`src/rtl/ariane_pkg.sv`:
```
// Shared load-path types: operator encoding, per-load metadata record and the
// load data alignment/extension helper (also used by the AMO path).
package ariane_pkg;

    localparam int unsigned XLEN          = 64;
    localparam int unsigned TRANS_ID_BITS = 4;

    typedef enum logic [3:0] {
        ADD = 4'd0,
        LD  = 4'd1,
        LW  = 4'd2,
        LWU = 4'd3,
        LH  = 4'd4,
        LHU = 4'd5,
        LB  = 4'd6,
        LBU = 4'd7
    } fu_op;

    typedef struct packed {
        logic [TRANS_ID_BITS-1:0] trans_id;
        logic [2:0]               offset;
        fu_op                     operator;
        logic                     killed;
    } ld_meta_t;

    function automatic logic is_load(fu_op op);
        return (op == LD) || (op == LW) || (op == LWU) || (op == LH) ||
               (op == LHU) || (op == LB) || (op == LBU);
    endfunction

    // rdata is the 8-byte aligned word; offset selects the first byte of the load.
    function automatic logic [XLEN-1:0] ld_extend(fu_op op, logic [2:0] offset,
                                                  logic [XLEN-1:0] data);
        logic [XLEN-1:0] s;
        logic [XLEN-1:0] r;
        s = data >> {offset, 3'b000};
        case (op)
            LD:      r = s;
            LW:      r = {{(XLEN-32){s[31]}}, s[31:0]};
            LWU:     r = {{(XLEN-32){1'b0}},  s[31:0]};
            LH:      r = {{(XLEN-16){s[15]}}, s[15:0]};
            LHU:     r = {{(XLEN-16){1'b0}},  s[15:0]};
            LB:      r = {{(XLEN-8){s[7]}},   s[7:0]};
            LBU:     r = {{(XLEN-8){1'b0}},   s[7:0]};
            default: r = '0;
        endcase
        return r;
    endfunction

endpackage

```
`src/rtl/ld_meta_fifo.sv`:
```
// In-order queue of outstanding load metadata with tag-kill of the newest
// entry and whole-queue flush marking.
module ld_meta_fifo
    import ariane_pkg::*;
#(
    parameter int unsigned NR_OUTSTANDING = 2
) (
    input  logic     clk_i,
    input  logic     rst_ni,
    input  logic     flush_i,
    input  logic     push_i,
    input  ld_meta_t push_meta_i,
    input  logic     kill_last_i,
    input  logic     pop_i,
    output ld_meta_t head_o,
    output logic     full_o,
    output logic     empty_o
);

    localparam int unsigned PTR_W = (NR_OUTSTANDING > 1) ? $clog2(NR_OUTSTANDING) : 1;
    localparam int unsigned CNT_W = $clog2(NR_OUTSTANDING) + 1;

    ld_meta_t             mem_q [NR_OUTSTANDING];
    ld_meta_t             mem_d [NR_OUTSTANDING];
    logic [PTR_W-1:0]     wptr_q, wptr_d;
    logic [PTR_W-1:0]     rptr_q, rptr_d;
    logic [CNT_W-1:0]     cnt_q, cnt_d;
    logic                 pop_ok, push_ok;

    function automatic logic [PTR_W-1:0] ptr_inc(logic [PTR_W-1:0] p);
        return (p == PTR_W'(NR_OUTSTANDING - 1)) ? '0 : p + 1'b1;
    endfunction

    function automatic logic [PTR_W-1:0] ptr_dec(logic [PTR_W-1:0] p);
        return (p == '0) ? PTR_W'(NR_OUTSTANDING - 1) : p - 1'b1;
    endfunction

    assign full_o  = (cnt_q == CNT_W'(NR_OUTSTANDING));
    assign empty_o = (cnt_q == '0);
    assign head_o  = mem_q[rptr_q];

    assign pop_ok  = pop_i && !empty_o;
    // A pop in the same cycle frees the slot, so pushing into a full queue is fine then.
    assign push_ok = push_i && (!full_o || pop_ok);

    always_comb begin
        mem_d  = mem_q;
        wptr_d = wptr_q;
        rptr_d = rptr_q;
        cnt_d  = cnt_q;

        // Marking stale slots too is harmless: a push overwrites the whole record.
        if (flush_i) begin
            for (int i = 0; i < int'(NR_OUTSTANDING); i++) mem_d[i].killed = 1'b1;
        end
        if (kill_last_i && !push_i && !empty_o) mem_d[ptr_dec(wptr_q)].killed = 1'b1;

        if (push_ok) begin
            mem_d[wptr_q]        = push_meta_i;
            mem_d[wptr_q].killed = flush_i | kill_last_i;
            wptr_d               = ptr_inc(wptr_q);
        end
        if (pop_ok) rptr_d = ptr_inc(rptr_q);

        case ({push_ok, pop_ok})
            2'b10:   cnt_d = cnt_q + 1'b1;
            2'b01:   cnt_d = cnt_q - 1'b1;
            default: cnt_d = cnt_q;
        endcase
    end

    always_ff @(posedge clk_i) begin
        if (!rst_ni) begin
            for (int i = 0; i < int'(NR_OUTSTANDING); i++) mem_q[i] <= '0;
            wptr_q <= '0;
            rptr_q <= '0;
            cnt_q  <= '0;
        end else begin
            mem_q  <= mem_d;
            wptr_q <= wptr_d;
            rptr_q <= rptr_d;
            cnt_q  <= cnt_d;
        end
    end

    a_no_overflow: assert property (@(posedge clk_i) disable iff (!rst_ni)
        !(push_i && full_o && !pop_ok))
        else $error("ld_meta_fifo: push into full queue dropped");

endmodule

```
`src/rtl/load_response_aligner.sv`:
```
// Pairs D$ read responses with queued load metadata and drives the registered
// load writeback (valid pulse, tag, aligned/extended result).
module load_response_aligner
    import ariane_pkg::*;
#(
    parameter int unsigned NR_OUTSTANDING = 2,
    parameter int unsigned XLEN_P         = ariane_pkg::XLEN,
    parameter int unsigned TRANS_ID_BITS  = ariane_pkg::TRANS_ID_BITS
) (
    input  logic                     clk_i,
    input  logic                     rst_ni,
    input  logic                     flush_i,
    input  logic                     push_i,
    input  logic [TRANS_ID_BITS-1:0] push_trans_id_i,
    input  logic [2:0]               push_offset_i,
    input  fu_op                     push_op_i,
    input  logic                     kill_last_i,
    output logic                     full_o,
    output logic                     empty_o,
    input  logic                     rvalid_i,
    input  logic [XLEN_P-1:0]        rdata_i,
    output logic                     valid_o,
    output logic [TRANS_ID_BITS-1:0] trans_id_o,
    output logic [XLEN_P-1:0]        result_o
);

    ld_meta_t                 push_meta;
    ld_meta_t                 head;
    logic                     pop;
    logic                     wb;
    logic                     valid_q, valid_d;
    logic [TRANS_ID_BITS-1:0] trans_id_q, trans_id_d;
    logic [XLEN_P-1:0]        result_q, result_d;

    assign push_meta = '{trans_id: push_trans_id_i, offset: push_offset_i,
                         operator: push_op_i, killed: 1'b0};

    ld_meta_fifo #(
        .NR_OUTSTANDING (NR_OUTSTANDING)
    ) i_meta_fifo (
        .clk_i       (clk_i),
        .rst_ni      (rst_ni),
        .flush_i     (flush_i),
        .push_i      (push_i),
        .push_meta_i (push_meta),
        .kill_last_i (kill_last_i),
        .pop_i       (rvalid_i),
        .head_o      (head),
        .full_o      (full_o),
        .empty_o     (empty_o)
    );

    assign pop = rvalid_i && !empty_o;
    // Killed or flushed responses still pop the queue but never reach writeback.
    assign wb  = pop && !head.killed && !flush_i;

    always_comb begin
        valid_d    = wb;
        trans_id_d = trans_id_q;
        result_d   = result_q;
        if (wb) begin
            trans_id_d = head.trans_id;
            result_d   = ld_extend(head.operator, head.offset, rdata_i);
        end
    end

    always_ff @(posedge clk_i) begin
        if (!rst_ni) begin
            valid_q    <= 1'b0;
            trans_id_q <= '0;
            result_q   <= '0;
        end else begin
            valid_q    <= valid_d;
            trans_id_q <= trans_id_d;
            result_q   <= result_d;
        end
    end

    assign valid_o    = valid_q;
    assign trans_id_o = trans_id_q;
    assign result_o   = result_q;

    a_rvalid_empty: assert property (@(posedge clk_i) disable iff (!rst_ni)
        !(rvalid_i && empty_o))
        else $warning("load_response_aligner: response with no outstanding load dropped");

    a_legal_op: assert property (@(posedge clk_i) disable iff (!rst_ni)
        !(pop && !head.killed && !is_load(head.operator)))
        else $error("load_response_aligner: non-load operator at queue head");

endmodule

```
`config.mk`:
```
export PLATFORM = sky130hd
export DESIGN_NAME = load_response_aligner
export DESIGN_NICKNAME = d
export VERILOG_FILES = /design/src/rtl/ariane_pkg.sv /design/src/rtl/ld_meta_fifo.sv /design/src/rtl/load_response_aligner.sv
export SDC_FILE = /design/constraint.sdc
export NUM_CORES = 1
export LEC_CHECK = 0
export CORE_AREA = 2 2 180 147
export CTS_BUF_LIST = sky130_fd_sc_hd__clkbuf_4 sky130_fd_sc_hd__clkbuf_8
export DETAILED_ROUTE_END_ITERATION = 10
export DIE_AREA = 0 0 182 149
export PLACE_DENSITY = 0.52
export SLEW_MARGIN = 20
export SYNTH_ARGS = -nofsm -noshare
export SYNTH_HDL_FRONTEND = slang
export SYNTH_SLANG_ARGS = --single-unit
```
`constraint.sdc`:
```
create_clock -name clk_i -period 2.5 [get_ports clk_i]
set_input_delay 0.25 -clock clk_i [delete_from_list [all_inputs] [get_ports clk_i]]
set_output_delay 0.25 -clock clk_i [all_outputs]
set_load 0.02 [all_outputs]
```
==> results of run 1 <==
-- layout make-up --
cell class / count / area, µm² / share of cell area [%]
multi-input combinational: 572 / 3760 / 45.2
timing repair buffer: 195 / 1990 / 23.9
sequential: 97 / 1950 / 23.3
tap: 330 / 413 / 4.95
clock buffer: 13 / 166 / 2.00
inverter: 8 / 30.0 / 0.360
clock inverter: 3 / 25.0 / 0.300
-- registers in the layout, indices dropped and copies added, names as in the netlist --
register            count
valid_o                 1
i_meta_fifo.wptr_q      1
result_o               64
i_meta_fifo.mem_q      24
trans_id_o              4
i_meta_fifo.cnt_q       2
i_meta_fifo.rptr_q      1
-- synthesized netlist by cell type, types with 2 or more instances --
cell type   n  area share [%]
o22a_1      8             1.2
a32oi_1     2            0.29
a21bo_2     7             1.2
a32o_1      2            0.33
a311oi_1   20             2.9
a2bb2oi_1   7             1.0
or3b_2      7             1.0
and3_1      3            0.31
nor2b_1     5            0.52
buf_1       3            0.19
a211oi_1    5            0.63
o211ai_1    9             1.1
buf_6       3            0.56
or3_1       4            0.42
nor2_1     36             2.3
mux2_2      4            0.75
nor3b_1     2            0.25
and2_1     40             4.2
dfxtp_1    97              32
mux4_2     12             4.5
nand3_1    12             1.0
mux2i_1    61              10
clkbuf_1   42             2.6
a22oi_1     7            0.88
mux2i_2     2            0.46
a21oi_1    87             7.3
o21ai_0    66             5.5
nand2_1    98             6.1
nand2b_1    2            0.21
inv_1       7            0.44
buf_2      14             1.2
a21boi_0    3            0.38
o21a_1      8             1.0
xnor2_1     3            0.44
nor3_1      3            0.25
buf_4       3            0.38
a31oi_1    35             3.7
nor3_2      2            0.33
-- cells by family after synthesis --
group | share of synthesized area [%]
xor+xnor | 0.585
flops | 32.4
compound gates | 28.0
buf+inv | 5.43
mux | 16.2
fa+ha+maj | 0.209
simple gates | 17.2
-- repair_timing --
action / in CTS / in global routing
gates resized for setup: 1 / 6
endpoints found under the setup margin: 35 / 46
hold endpoints to repair: 0 / 0
pin swaps: 0 / 0
-- through the flow --
stage	total power (W)	worst slack [ns]	utilization (%)	instance area, µm²
2_1_floorplan	0.00308	0.197	-	5990
3_3_place_gp	0.00398	0.00982	31.7	8130
3_5_place_dp	0.00398	0.00390	31.7	8130
4_1_cts	0.00504	0.0358	32.5	8320
5_1_grt	0.00534	0.0343	32.6	8340
6_report	0.00505	0.160	32.6	8340
-- worst reg2reg max path, cell delays in order, from the launching register on --
cell and delay (ns):
dfxtp_4 0.41, buf_4 0.18, mux2_2 0.41, buf_12 0.21
nor2_1 0.11, buf_4 0.17, nand2_1 0.08, o211ai_1 0.11
or3b_2 0.46, a31oi_1 0.16
-- report_power, final --
group	switching [W]	internal, W
clock network	0.000612	0.000444
registers	0.0000729	0.00163
logic	0.00129	0.00100
total	0.00198	0.00308
-- metal layers --
metal	wire [µm]	track usage (%)	up-vias
met3	1900	3.49	27
met1	12100	27.2	2908
met5	0	0	-
met4	360	4.64	0
li1	-	-	2996
met2	10100	25.5	265
-- how the worst max path moves through the flow --
stage	slack (ns)	endpoint	depth (start not counted)	from
finish	0.16	result_o[12]	9	i_meta_fifo.rptr_q
global route	0.03	result_o[54]	8	i_meta_fifo.rptr_q
CTS	0.04	result_o[9]	9	i_meta_fifo.rptr_q
detailed placement	0.004	result_o[49]	7	i_meta_fifo.rptr_q
global placement	0.01	result_o[39]	7	i_meta_fifo.rptr_q
floorplan	0.20	result_o[55]	10	i_meta_fifo.rptr_q
==> flow_summary_export.csv, run 1 <==
group,metric,value,unit
outcome,status,"completed",
global_routing,grt_max_degree,73,
hold_path,hold_path_depth,3,
clock_network,clk_latency,0.39,ns
logic_synthesis,yosysSeqAreaShare,32.4,%
layout,mostFrequentLayoutCells,"151 x clkdlybuf4s50_1, 98 x nand2_1, 96 x dfxtp_1, 87 x a21oi_1, 65 x o21ai_0",
hold_path,hp-class,"in2reg",
floorplanning,die_width,182,µm
route,drc,0,
timing,post-route-period-util,93.6,%
worst_setup_path,critPathKind,"reg2reg",
placed_design,hpwl,17700,µm
clock_network,clk_pin_slew_worst_paths,0.10,ns
clock_network,postCtsSetupBuffers,0,
power_and_ir_drop,irDropWorstVdd,0.255,mV
clock_network,clk_path_buf_depth,2,
route,ant_nets,0,
logic_synthesis,async_flop_share,0,%
layout,stdcell_count,1218,
worst_setup_path,r2r_start,"i_meta_fifo.rptr_q",
route,vias_per_cell,5.09,
route,wl,24500,µm
clock_network,cts_made_buffers,9,
floorplanning,coreArea,25600,µm²
clock_network,cts_root_buf,"clkbuf_8",
clock_network,h-tree-depth,3,
placed_design,portBuffers,151,
route,dr.pass1.iters,5,
hold_path,min_from,"push_offset_i[0]",
worst_setup_path,crit_chain,"buf_4 -> mux2_2 -> buf_12 -> nor2_1 -> buf_4 -> nand2_1 -> o211ai_1 -> or3b_2 -> a31oi_1",
timing,hold_ws,0.436,ns
layout,drive_gt1_share,11.6,%
logic_synthesis,synth-warning-count,0,
worst_setup_path,critPathCaptureType,"register",
timing,worstMarginPinSlew,0.647,ns
logic_synthesis,synthFlopType,"dfxtp_1",
layout,antenna_cells,0,
worst_setup_path,cpMostUsedCell,"buf_4",
hold_path,worstHoldEndpoint,"i_meta_fifo.mem_q[17]",
logic_synthesis,synth_cells,742,
worst_setup_path,startpoint_type,"register",
worst_setup_path,critPathSlowestCell,"or3b_2",
worst_setup_path,cp.arrival,2.67,ns
placed_design,gp_congestion,0.872,
layout,syn_to_final_growth,39.2,%
worst_setup_path,path_delay_family,"simple AND/OR/NAND/NOR gates",
placed_design,dp.cells,1202,
timing,post-route-min-period,2.34,ns
floorplanning,start_util,23.4,%
route,drtIter0Drc,522,
logic_synthesis,yosys_register_bits,97,
logic_synthesis,synthesis.nets,824,
timing,worst_clock_skew,0.0145,ns
route,via_count,6196,
floorplanning,die_area,27100,µm²
global_routing,grt_pass1_wl,36900,µm
logic_synthesis,avgSynthCellArea,8.07,µm²
clock_network,hold_buffers,0,
timing,rsz0062_at_grt,"no",
worst_setup_path,path_max_fanout,33,
route,wl_per_cell,20.2,µm
timing,relSlewSlack,56.8,%
power_and_ir_drop,power_density,606,nW/µm²
floorplanning,io-pin-count,152,
layout,nets,965,
layout,final_common_cell,"clkdlybuf4s50_1",
global_routing,antenna_found_initial,0,
logic_synthesis,synth_edf_count,0,
timing,fmax,427,MHz
logic_synthesis,ys_types,49,
worst_setup_path,r2r_cells,9,
worst_setup_path,critical_path_buf_inv_count,3,
worst_setup_path,r2r_slack,0.16,ns
global_routing,track_usage,17.9,%
timing,setup_tns,0,ns
flow_run,cap_violations,0,
timing,finalSetupViolCount,0,
worst_setup_path,slowest_delay,0.46,ns
layout,nFillCells,2738,
floorplanning,die_h,149,µm
clock_network,cts_tree,"built",
floorplanning,rows,53,
power_and_ir_drop,p_leak,2.91,nW
timing,drv_slew,0,
worst_setup_path,worstPathRequired,2.83,ns
logic_synthesis,netlist_area,5990,µm²
global_routing,grt_pass1_vias,5889,
clock_network,cts.sinks,97,
global_routing,grt_overflow,0,
timing,hold_viol,0,
worst_setup_path,r2r_end,"result_o[12]",
Power figures use the tool's default switching activity.
==> run 2, diff against run 1 <==
CORE_AREA = 2 2 131 108   (was 2 2 180 147)
DIE_AREA = 0 0 133 110   (was 0 0 182 149)
PLACE_DENSITY = 0.83   (was 0.52)
==> run 2 against run 1 <==
Effect of this change:
- sequential share of layout area up 0.72 points
- flip-flop and latch count unchanged
- combinational power down 4%
- power down 0.33%
==> flow_summary_export.csv, run 2 (synthesized netlist as in run 1, its figures left out) <==
group,metric,value,unit
floorplanning,die_h,110,µm
layout,nets,961,
global_routing,antenna_found_initial,0,
layout,largest_register_ff_count,64,
clock_network,cts_root_buf,"clkbuf_8",
timing,fmax,424,MHz
timing,worstMarginPinSlew,0.951,ns
timing,post-route-period-util,94.2,%
clock_network,cts.sinks,97,
worst_setup_path,path_max_fanout,27,
timing,relSlewSlack,36.4,%
clock_network,cts_made_buffers,9,
route,drtIter0Drc,728,
flow_run,cap_violations,0,
global_routing,grt_pass1_wl,33300,µm
clock_network,cts_resized,0,
layout,antenna_cells,0,
floorplanning,die_width,133,µm
layout,syn_to_final_growth,35.0,%
worst_setup_path,cp.arrival,2.61,ns
clock_network,postCtsSetupBuffers,0,
worst_setup_path,slowest_delay,0.55,ns
route,drc,0,
timing,worst_clock_skew,0.0165,ns
route,ant_nets,0,
floorplanning,rows,38,
worst_setup_path,path_delay_family,"multiplexers",
global_routing,grt_max_degree,83,
clock_network,hold_buffers,0,
layout,stdcell_count,1064,
clock_network,clk_path_buf_depth,2,
timing,post-route-min-period,2.36,ns
placed_design,gp_congestion,0.952,
global_routing,grt_overflow,0,
timing,hold_ws,0.428,ns
hold_path,hp-class,"in2reg",
power_and_ir_drop,power_density,623,nW/µm²
layout,nFillCells,1137,
floorplanning,start_util,45.2,%
timing,finalSetupViolCount,0,
timing,fin_ws,0.144,ns
worst_setup_path,startpoint_type,"register",
floorplanning,die_area,14600,µm²
floorplanning,io-pin-count,152,
route,vias_per_cell,6.05,
worst_setup_path,critical_path_buf_inv_count,1,
placed_design,dp.cells,1048,
worst_setup_path,worstPathRequired,2.76,ns
worst_setup_path,critPathCaptureType,"register",
placed_design,portBuffers,151,
timing,drv_slew,0,
clock_network,clk_latency,0.39,ns
global_routing,grt_pass1_vias,6014,
worst_setup_path,critPathKind,"reg2reg",
outcome,status,"completed",
clock_network,h-tree-depth,3,
clock_network,cts_tree,"built",
worst_setup_path,critPathSlowestCell,"mux4_2",
route,wl,21200,µm
power_and_ir_drop,total_power,0.00504,W
power_and_ir_drop,irDropWorstVdd,0.380,mV
layout,drive_gt1_share,11.1,%
worst_setup_path,crit_chain,"mux2_4 -> mux4_2 -> mux2i_2 -> or3_1 -> a21boi_4 -> buf_12 -> a31oi_1",
route,dr.pass1.iters,6,
power_and_ir_drop,p_leak,2.88,nW
layout,final_common_cell,"clkdlybuf4s50_1",
global_routing,track_usage,29.3,%
timing,rsz0062_at_grt,"no",
layout,mostFrequentLayoutCells,"151 x clkdlybuf4s50_1, 98 x nand2_1, 96 x dfxtp_1, 87 x a21oi_1, 66 x o21ai_0",
placed_design,post-place-ws,0.0299,ns
route,via_count,6440,
clock_network,clk_pin_slew_worst_paths,0.10,ns
timing,hold_viol,0,
floorplanning,coreArea,13300,µm²
placed_design,hpwl,15200,µm
timing,setup_tns,0,ns
route,wl_per_cell,19.9,µm
-- run 2: area by class of cell --
type | count | area [µm²] | share of cell area, %
Clock inverter | 6 | 73.8 | 0.913
Multi-Input combinational cell | 572 | 3760 | 46.4
Clock buffer | 10 | 131 | 1.62
Tap cell | 180 | 225 | 2.79
Inverter | 8 | 30.0 | 0.371
Timing Repair Buffer | 191 | 1920 | 23.8
Sequential cell | 97 | 1950 | 24.1
-- run 2: per-stage QoR --
| step | cell area, µm² | util (%) |
|---|---|---|
| 6_report | 8090 | 61.0 |
| 3_3_place_gp | 7870 | 59.3 |
| 2_1_floorplan | 5990 | - |
| 5_1_grt | 8090 | 61.0 |
| 4_1_cts | 8080 | 60.9 |
| 3_5_place_dp | 7870 | 59.3 |
-- run 2: where the power goes --
group	total [W]	switching (W)	internal (W)
Combinational	0.00220	0.00125	0.000952
Sequential	0.00172	0.0000929	0.00163
Clock	0.00111	0.000626	0.000489
-- run 2: path summary, 6_finish.rpt --
path | slack [ns] | endpoint | startpoint | cells after the start
worst min-delay path | 0.43 | i_meta_fifo.mem_q[21] | push_trans_id_i[1] | 3
worst min register to register | 0.48 | i_meta_fifo.mem_q[20] | i_meta_fifo.mem_q[20] | 2
worst max register to register | 0.14 | result_o[58] | i_meta_fifo.mem_q[17] | 7
worst max-delay path | 0.14 | result_o[58] | i_meta_fifo.mem_q[17] | 7
-- run 2: metal layers --
metal | GRT usage (%) | wire length [µm]
met1 | 41.2 | 9120
met5 | 0 | 0
met3 | 8.05 | 2480
met2 | 44.8 | 9070
met4 | 6.84 | 512
-- run 2: tightest hold or removal path: cells and delay by family --
| family | cells | cell delay (ns) |
|---|---|---|
| simple gates | 1 | 0.06 |
| compound gates | 1 | 0.05 |
| buf+inv | 1 | 0.41 |
